### config.mk
export PLATFORM = sky130hd
export DESIGN_NAME = sync_fifo_reader
export DESIGN_NICKNAME = d
export VERILOG_FILES = /design/src/rtl/sync_fifo_pkg.sv /design/src/rtl/sync_fifo_reader_buf.sv /design/src/rtl/sync_fifo_reader.sv
export SDC_FILE = /design/constraint.sdc
export NUM_CORES = 1
export LEC_CHECK = 0
export BUFFER_PORTS_ARGS = -buffer_cell sky130_fd_sc_hd__buf_4
export CAP_MARGIN = 10
export CORE_MARGIN = 2
export CORE_UTILIZATION = 47
export CTS_BUF_LIST = sky130_fd_sc_hd__clkbuf_8
export DETAILED_ROUTE_END_ITERATION = 6
export PLACE_DENSITY = 0.7
export SLEW_MARGIN = 20
export SYNTH_ARGS = -nofsm -noshare
export SYNTH_HDL_FRONTEND = slang
export SYNTH_SLANG_ARGS = --single-unit
### constraint.sdc
create_clock -name clk -period 2.3 [get_ports clk]
set_input_delay 0.345 -clock clk [delete_from_list [all_inputs] [get_ports clk]]
set_output_delay 0.345 -clock clk [all_outputs]
set_load 0.05 [all_outputs]
### src/rtl/sync_fifo_pkg.sv
// Shared types and helpers for the sync FIFO read-side master.
// Optional pop counter is enabled with SYNC_FIFO_RD_COUNT_EN (see sync_fifo_reader).
package sync_fifo_pkg;

    localparam int DW_DEFAULT = 6;

    typedef enum logic [1:0] {
        IDLE  = 2'd0,
        RUN   = 2'd1,
        DRAIN = 2'd2
    } rd_state_t;

    // Width of a counter that must hold 0..buf_dep inclusive.
    function automatic int cnt_width(input int buf_dep);
        return $clog2(buf_dep + 1);
    endfunction

endpackage

### src/rtl/sync_fifo_reader_buf.sv
// Output buffer for sync_fifo_reader: FIFO-ordered shift buffer whose head entry
// is the registered stream word; capture and drain may happen in the same cycle.
module sync_fifo_rd_buf
    import sync_fifo_pkg::*;
#(
    parameter int DW      = DW_DEFAULT,
    parameter int BUF_DEP = 2,
    parameter int CW      = cnt_width(BUF_DEP)
) (
    input  logic          clk,
    input  logic          rst,
    input  logic          wr_en,
    input  logic [DW-1:0] wr_data,
    output logic          valid,
    output logic [DW-1:0] data,
    input  logic          ready,
    output logic [CW-1:0] occupancy
);

    logic [DW-1:0] mem_q [BUF_DEP];
    logic [DW-1:0] mem_d [BUF_DEP];
    logic [CW-1:0] cnt_q, cnt_d;
    logic          valid_q, valid_d;
    logic          drain;

    assign drain = valid_q & ready;

    // Slots at or above the count are kept at zero, so the head reads 0 when empty.
    always_comb begin
        mem_d = mem_q;
        cnt_d = cnt_q;
        if (drain) begin
            for (int unsigned i = 0; i + 1 < BUF_DEP; i++) begin
                mem_d[i] = mem_q[i + 1];
            end
            mem_d[BUF_DEP-1] = '0;
            cnt_d = cnt_q - CW'(1);
        end
        if (wr_en) begin
            for (int unsigned i = 0; i < BUF_DEP; i++) begin
                if (CW'(i) == cnt_d) begin
                    mem_d[i] = wr_data;
                end
            end
            cnt_d = cnt_d + CW'(1);
        end
        valid_d = (cnt_d != '0);
    end

    always_ff @(posedge clk) begin
        if (rst) begin
            mem_q   <= '{default: '0};
            cnt_q   <= '0;
            valid_q <= 1'b0;
        end else begin
            mem_q   <= mem_d;
            cnt_q   <= cnt_d;
            valid_q <= valid_d;
        end
    end

    assign valid     = valid_q;
    assign data      = mem_q[0];
    assign occupancy = cnt_q;

endmodule

### src/rtl/sync_fifo_reader.sv
// Read-side master for the sync FIFO pin interface: credit-limited pops, tag pipe, stream out.
// Define SYNC_FIFO_RD_COUNT_EN to add the pop_count port and its 8-bit wrap counter.
module sync_fifo_reader
    import sync_fifo_pkg::*;
#(
    parameter int DW      = DW_DEFAULT,
    parameter int RD_LAT  = 1,
    parameter int BUF_DEP = 2
) (
    input  logic          clk,
    input  logic          rst,
    input  logic          enable,
    input  logic          fifo_empty,
    input  logic [DW-1:0] fifo_dout,
    output logic          fifo_rd_en,
    output logic          m_valid,
    output logic [DW-1:0] m_data,
    input  logic          m_ready,
    output logic          busy
`ifdef SYNC_FIFO_RD_COUNT_EN
    ,
    output logic [7:0]    pop_count
`endif
);

    localparam int CW = cnt_width(BUF_DEP);

    rd_state_t         state_q, state_d;
    logic [RD_LAT-1:0] tag_q, tag_d;
    logic [CW-1:0]     inflight_q, inflight_d;
    logic [CW-1:0]     occupancy;
    logic [CW:0]       committed;
    logic              tag_out;
    logic              handshake;
    logic              credit_avail;

    assign tag_out   = tag_q[RD_LAT-1];
    assign handshake = m_valid & m_ready;

    // A word leaving this cycle frees its slot for a pop issued in the same cycle.
    assign committed    = {1'b0, inflight_q} + {1'b0, occupancy};
    assign credit_avail = committed < ((CW+1)'(BUF_DEP) + {{CW{1'b0}}, handshake});

    assign fifo_rd_en = (state_q == RUN) & enable & ~fifo_empty & credit_avail;

    always_comb begin
        tag_d    = '0;
        tag_d[0] = fifo_rd_en;
        for (int unsigned i = 1; i < RD_LAT; i++) begin
            tag_d[i] = tag_q[i-1];
        end
        inflight_d = inflight_q + CW'(fifo_rd_en) - CW'(tag_out);
    end

    always_comb begin
        state_d = state_q;
        unique case (state_q)
            IDLE: begin
                if (enable) state_d = RUN;
            end
            RUN: begin
                if (!enable) state_d = DRAIN;
            end
            DRAIN: begin
                if (enable && inflight_q != '0) begin
                    state_d = RUN;
                end else if (inflight_q == '0 && occupancy == '0) begin
                    state_d = IDLE;
                end
            end
            default: state_d = IDLE;
        endcase
    end

    always_ff @(posedge clk) begin
        if (rst) begin
            state_q    <= IDLE;
            tag_q      <= '0;
            inflight_q <= '0;
        end else begin
            state_q    <= state_d;
            tag_q      <= tag_d;
            inflight_q <= inflight_d;
        end
    end

    sync_fifo_rd_buf #(
        .DW      (DW),
        .BUF_DEP (BUF_DEP),
        .CW      (CW)
    ) u_buf (
        .clk       (clk),
        .rst       (rst),
        .wr_en     (tag_out),
        .wr_data   (fifo_dout),
        .valid     (m_valid),
        .data      (m_data),
        .ready     (m_ready),
        .occupancy (occupancy)
    );

    assign busy = (inflight_q != '0) | (occupancy != '0);

`ifdef SYNC_FIFO_RD_COUNT_EN
    logic [7:0] pop_count_q, pop_count_d;

    always_comb begin
        pop_count_d = pop_count_q + 8'(fifo_rd_en);
    end

    always_ff @(posedge clk) begin
        if (rst) begin
            pop_count_q <= '0;
        end else begin
            pop_count_q <= pop_count_d;
        end
    end

    assign pop_count = pop_count_q;
`endif

endmodule

==> flow_summary.ini <==
[sta]
max_transition_viols_final = 0
setup_repair_after_global_routing_missed_its_margin = true
worst-slew-pin-transition_ns = 0.376
max_freq_ghz = 0.447
max-slew-margin-rel_pct = 74.9
holdWs_ns = 0.348
fin_skew_ns = 0.00437
fin_crit_ns = 2.24
finalHoldViolCount = 0
finalCritPeriodShare_pct = 97.4
timing.final.setup_violations = 0

[worst_setup_path]
crit_path_max_fanout = 5
critical_path.startpoint_type = flop
cp.arrival_ns = 1.89
setup.worst_path.class = flop to primary output
worstPathRequired_ns = 1.96
setup.worst_path.end_class = primary output

[power_and_ir_drop]
max-vdd-ir-drop_v = 0.000467
static-leakage-power_nw = 0.506
powerDensity_mw_per_mm2 = 703

[route]
vias_per_cell = 5.46
detailedRoute.firstPassIterationCount = 4
vias = 830
postRouteWirelength_um = 2100
wl_per_cell_um = 13.8
final_routed_drc_violation_total = 0
drtAntennaViolNets = 0
detailedRoute.firstIterationViolations = 16

[logic_synthesis]
yosys.area.top_type = sky130_fd_sc_hd__dfxtp_1
postSynthNetCount = 132
postSynth.topFlopCell = sky130_fd_sc_hd__dfxtp_1
avgSynthCellArea_sq_um = 9.05
synthCells = 114
synth.ff_latch_count = 20
synth-edff-count = 0
post_synth_num_cell_types = 33
yosysTopAreaCellShare_pct = 38.8
ys_warn_count = 0
postSynth.asyncResetShare_pct = 0
synth-seq-area-share_pct = 38.8
syn_area_sq_mm = 0.00103
synth_top_cells_by_area = sky130_fd_sc_hd__dfxtp_1 39%, sky130_fd_sc_hd__ha_1 7.3%, sky130_fd_sc_hd__a311oi_1 5.9%

[placed_design]
gp_congestion = 0.680
port_buffers = 19
dp.final_hpwl_um = 1480

[clock_network]
cts.path.max_buffers = 2
cts_htree_levels = 1
number_of_buffers_inserted_by_hold_repair_at_cts = 0
cts_sinks = 20
postCtsSetupBuffers = 0
postCtsResizedCells = 0
worst_setup_hold_path_clk_slew_ns = 0.08
clock_latency_ns = 0.26
cts_made_buffers = 3
cts.root.buffer_cell = sky130_fd_sc_hd__clkbuf_8
cts_tree = done

[floorplan]
initial_utilization_pct = 51.1
floorplan.die.height_um = 50.9
i_o_pin_total = 20
rows = 16
core_area_sq_mm = 0.00202
die_area_sq_mm = 0.00259
die_w_um = 50.9

[global_routing]
grt_first_pass_wirelength_um = 3540
grt_pass1_vias = 769
grt_start_max_net_pins = 23
global_route.overflow_total = 0
globalRouteTotalUtil_pct = 18.3
antenna_violations_before_repair = 0

[finish]
antennaDiodeCount = 0
final_core_utilization_pct = 61.5
fin_nets = 144
mostFrequentLayoutCell = sky130_fd_sc_hd__buf_4
drive_above_1_share_pct = 27.2
mostFrequentLayoutCells = 19 x sky130_fd_sc_hd__buf_4, 18 x sky130_fd_sc_hd__dfxtp_1, 15 x sky130_fd_sc_hd__nor2_1
area_delta_synth_final_pct = 20.5

[job]
number_of_violations_of_the_max_capacitance_limit = 0

[status]
run_status = finished clean

[min_path]
hold_path_class = input pin to flop
## synthesized netlist by cell type (3+ instances only)
cell / number
sky130_fd_sc_hd__dfxtp_1: 20
sky130_fd_sc_hd__nor2_1: 15
sky130_fd_sc_hd__nand2_1: 8
sky130_fd_sc_hd__a311oi_1: 7
sky130_fd_sc_hd__a22oi_1: 6
sky130_fd_sc_hd__buf_4: 6
sky130_fd_sc_hd__ha_1: 6
sky130_fd_sc_hd__nand3_1: 6
sky130_fd_sc_hd__buf_2: 5
sky130_fd_sc_hd__inv_1: 4
sky130_fd_sc_hd__nor2b_1: 3
## critical path, cell delays in order (launching register included)
cell	delay [ns]
sky130_fd_sc_hd__dfxtp_4	0.37
sky130_fd_sc_hd__ha_4	0.16
sky130_fd_sc_hd__fa_1	0.49
sky130_fd_sc_hd__a2111oi_4	0.40
sky130_fd_sc_hd__buf_6	0.22
## flip-flops by register name (all words and copies together) (netlist names)
register         count
tag_out              1
inflight_q           2
u_buf.occupancy      2
u_buf.valid          1
u_buf.data           6
state_q              2
u_buf.mem_q          6
## power breakdown
group | switching [W] | leakage, nW | internal [W] | total [W]
logic | 0.0000930 | 0.307 | 0.0000605 | 0.000154
clock network | 0.000118 | 0.0357 | 0.000232 | 0.000351
registers | 0.0000131 | 0.163 | 0.000358 | 0.000371
total | 0.000224 | 0.506 | 0.000650 | 0.000875
## cell type report
class                   instances  area (sq um)
clock buffers                   3          41.3
clock inverters                 1          30.0
fillers                       180           778
inverters                       5          18.8
multi-input cells              76           561
flip-flops and latches         20           405
well taps                      27          33.8
repair buffers                 20           154
## per-layer routing
metal / up-vias / part of all wire [%] / GRT usage [%]
met5: - / 0 / 0
met4: 0 / 0.52 / 4.95
met3: 2 / 5.1 / 6.14
met2: 20 / 51 / 30.9
met1: 389 / 43 / 22.1
li1: 419 / - / -
## kinds of logic (layout without fill, tap and decap cells)
kind of cell	after synthesis	count (layout)	synth area share [%]
AND/OR/NAND/NOR	43	43	20.7
AO/OA/AOI/OAI	23	23	18.1
flip-flops	20	20	38.8
buffers and inverters	18	29	9.33
adder cells (fa/ha/maj)	7	7	9.21
XOR/XNOR	2	2	2.42
multiplexers	1	1	1.45
## worst paths after layout
kind	start	end	slack (ns)	depth (start not counted)
worst max-delay path	u_buf.occupancy[0]	fifo_rd_en	0.06	4
worst min-delay path	fifo_dout[3]	u_buf.mem_q[3]	0.35	3
worst max register to register	u_buf.occupancy[0]	inflight_q[1]	0.17	7
worst min register to register	u_buf.data[1]	u_buf.data[1]	0.49	2
## through the flow
step	setup WS [ns]	cells	total power [W]	cell area (sq um)	TNS, ns
detailed placement	0.178	148	0.000532	1170	0
CTS	0.00330	152	0.000883	1240	0
floorplan	-0.167	114	0.000485	1060	-0.198
global route	-0.00324	152	0.000915	1240	-0.00324
global placement	0.293	148	0.000528	1170	0
finish	0.0609	152	0.000875	1240	0
No activity file was read; power rests on OpenSTA's default activity.
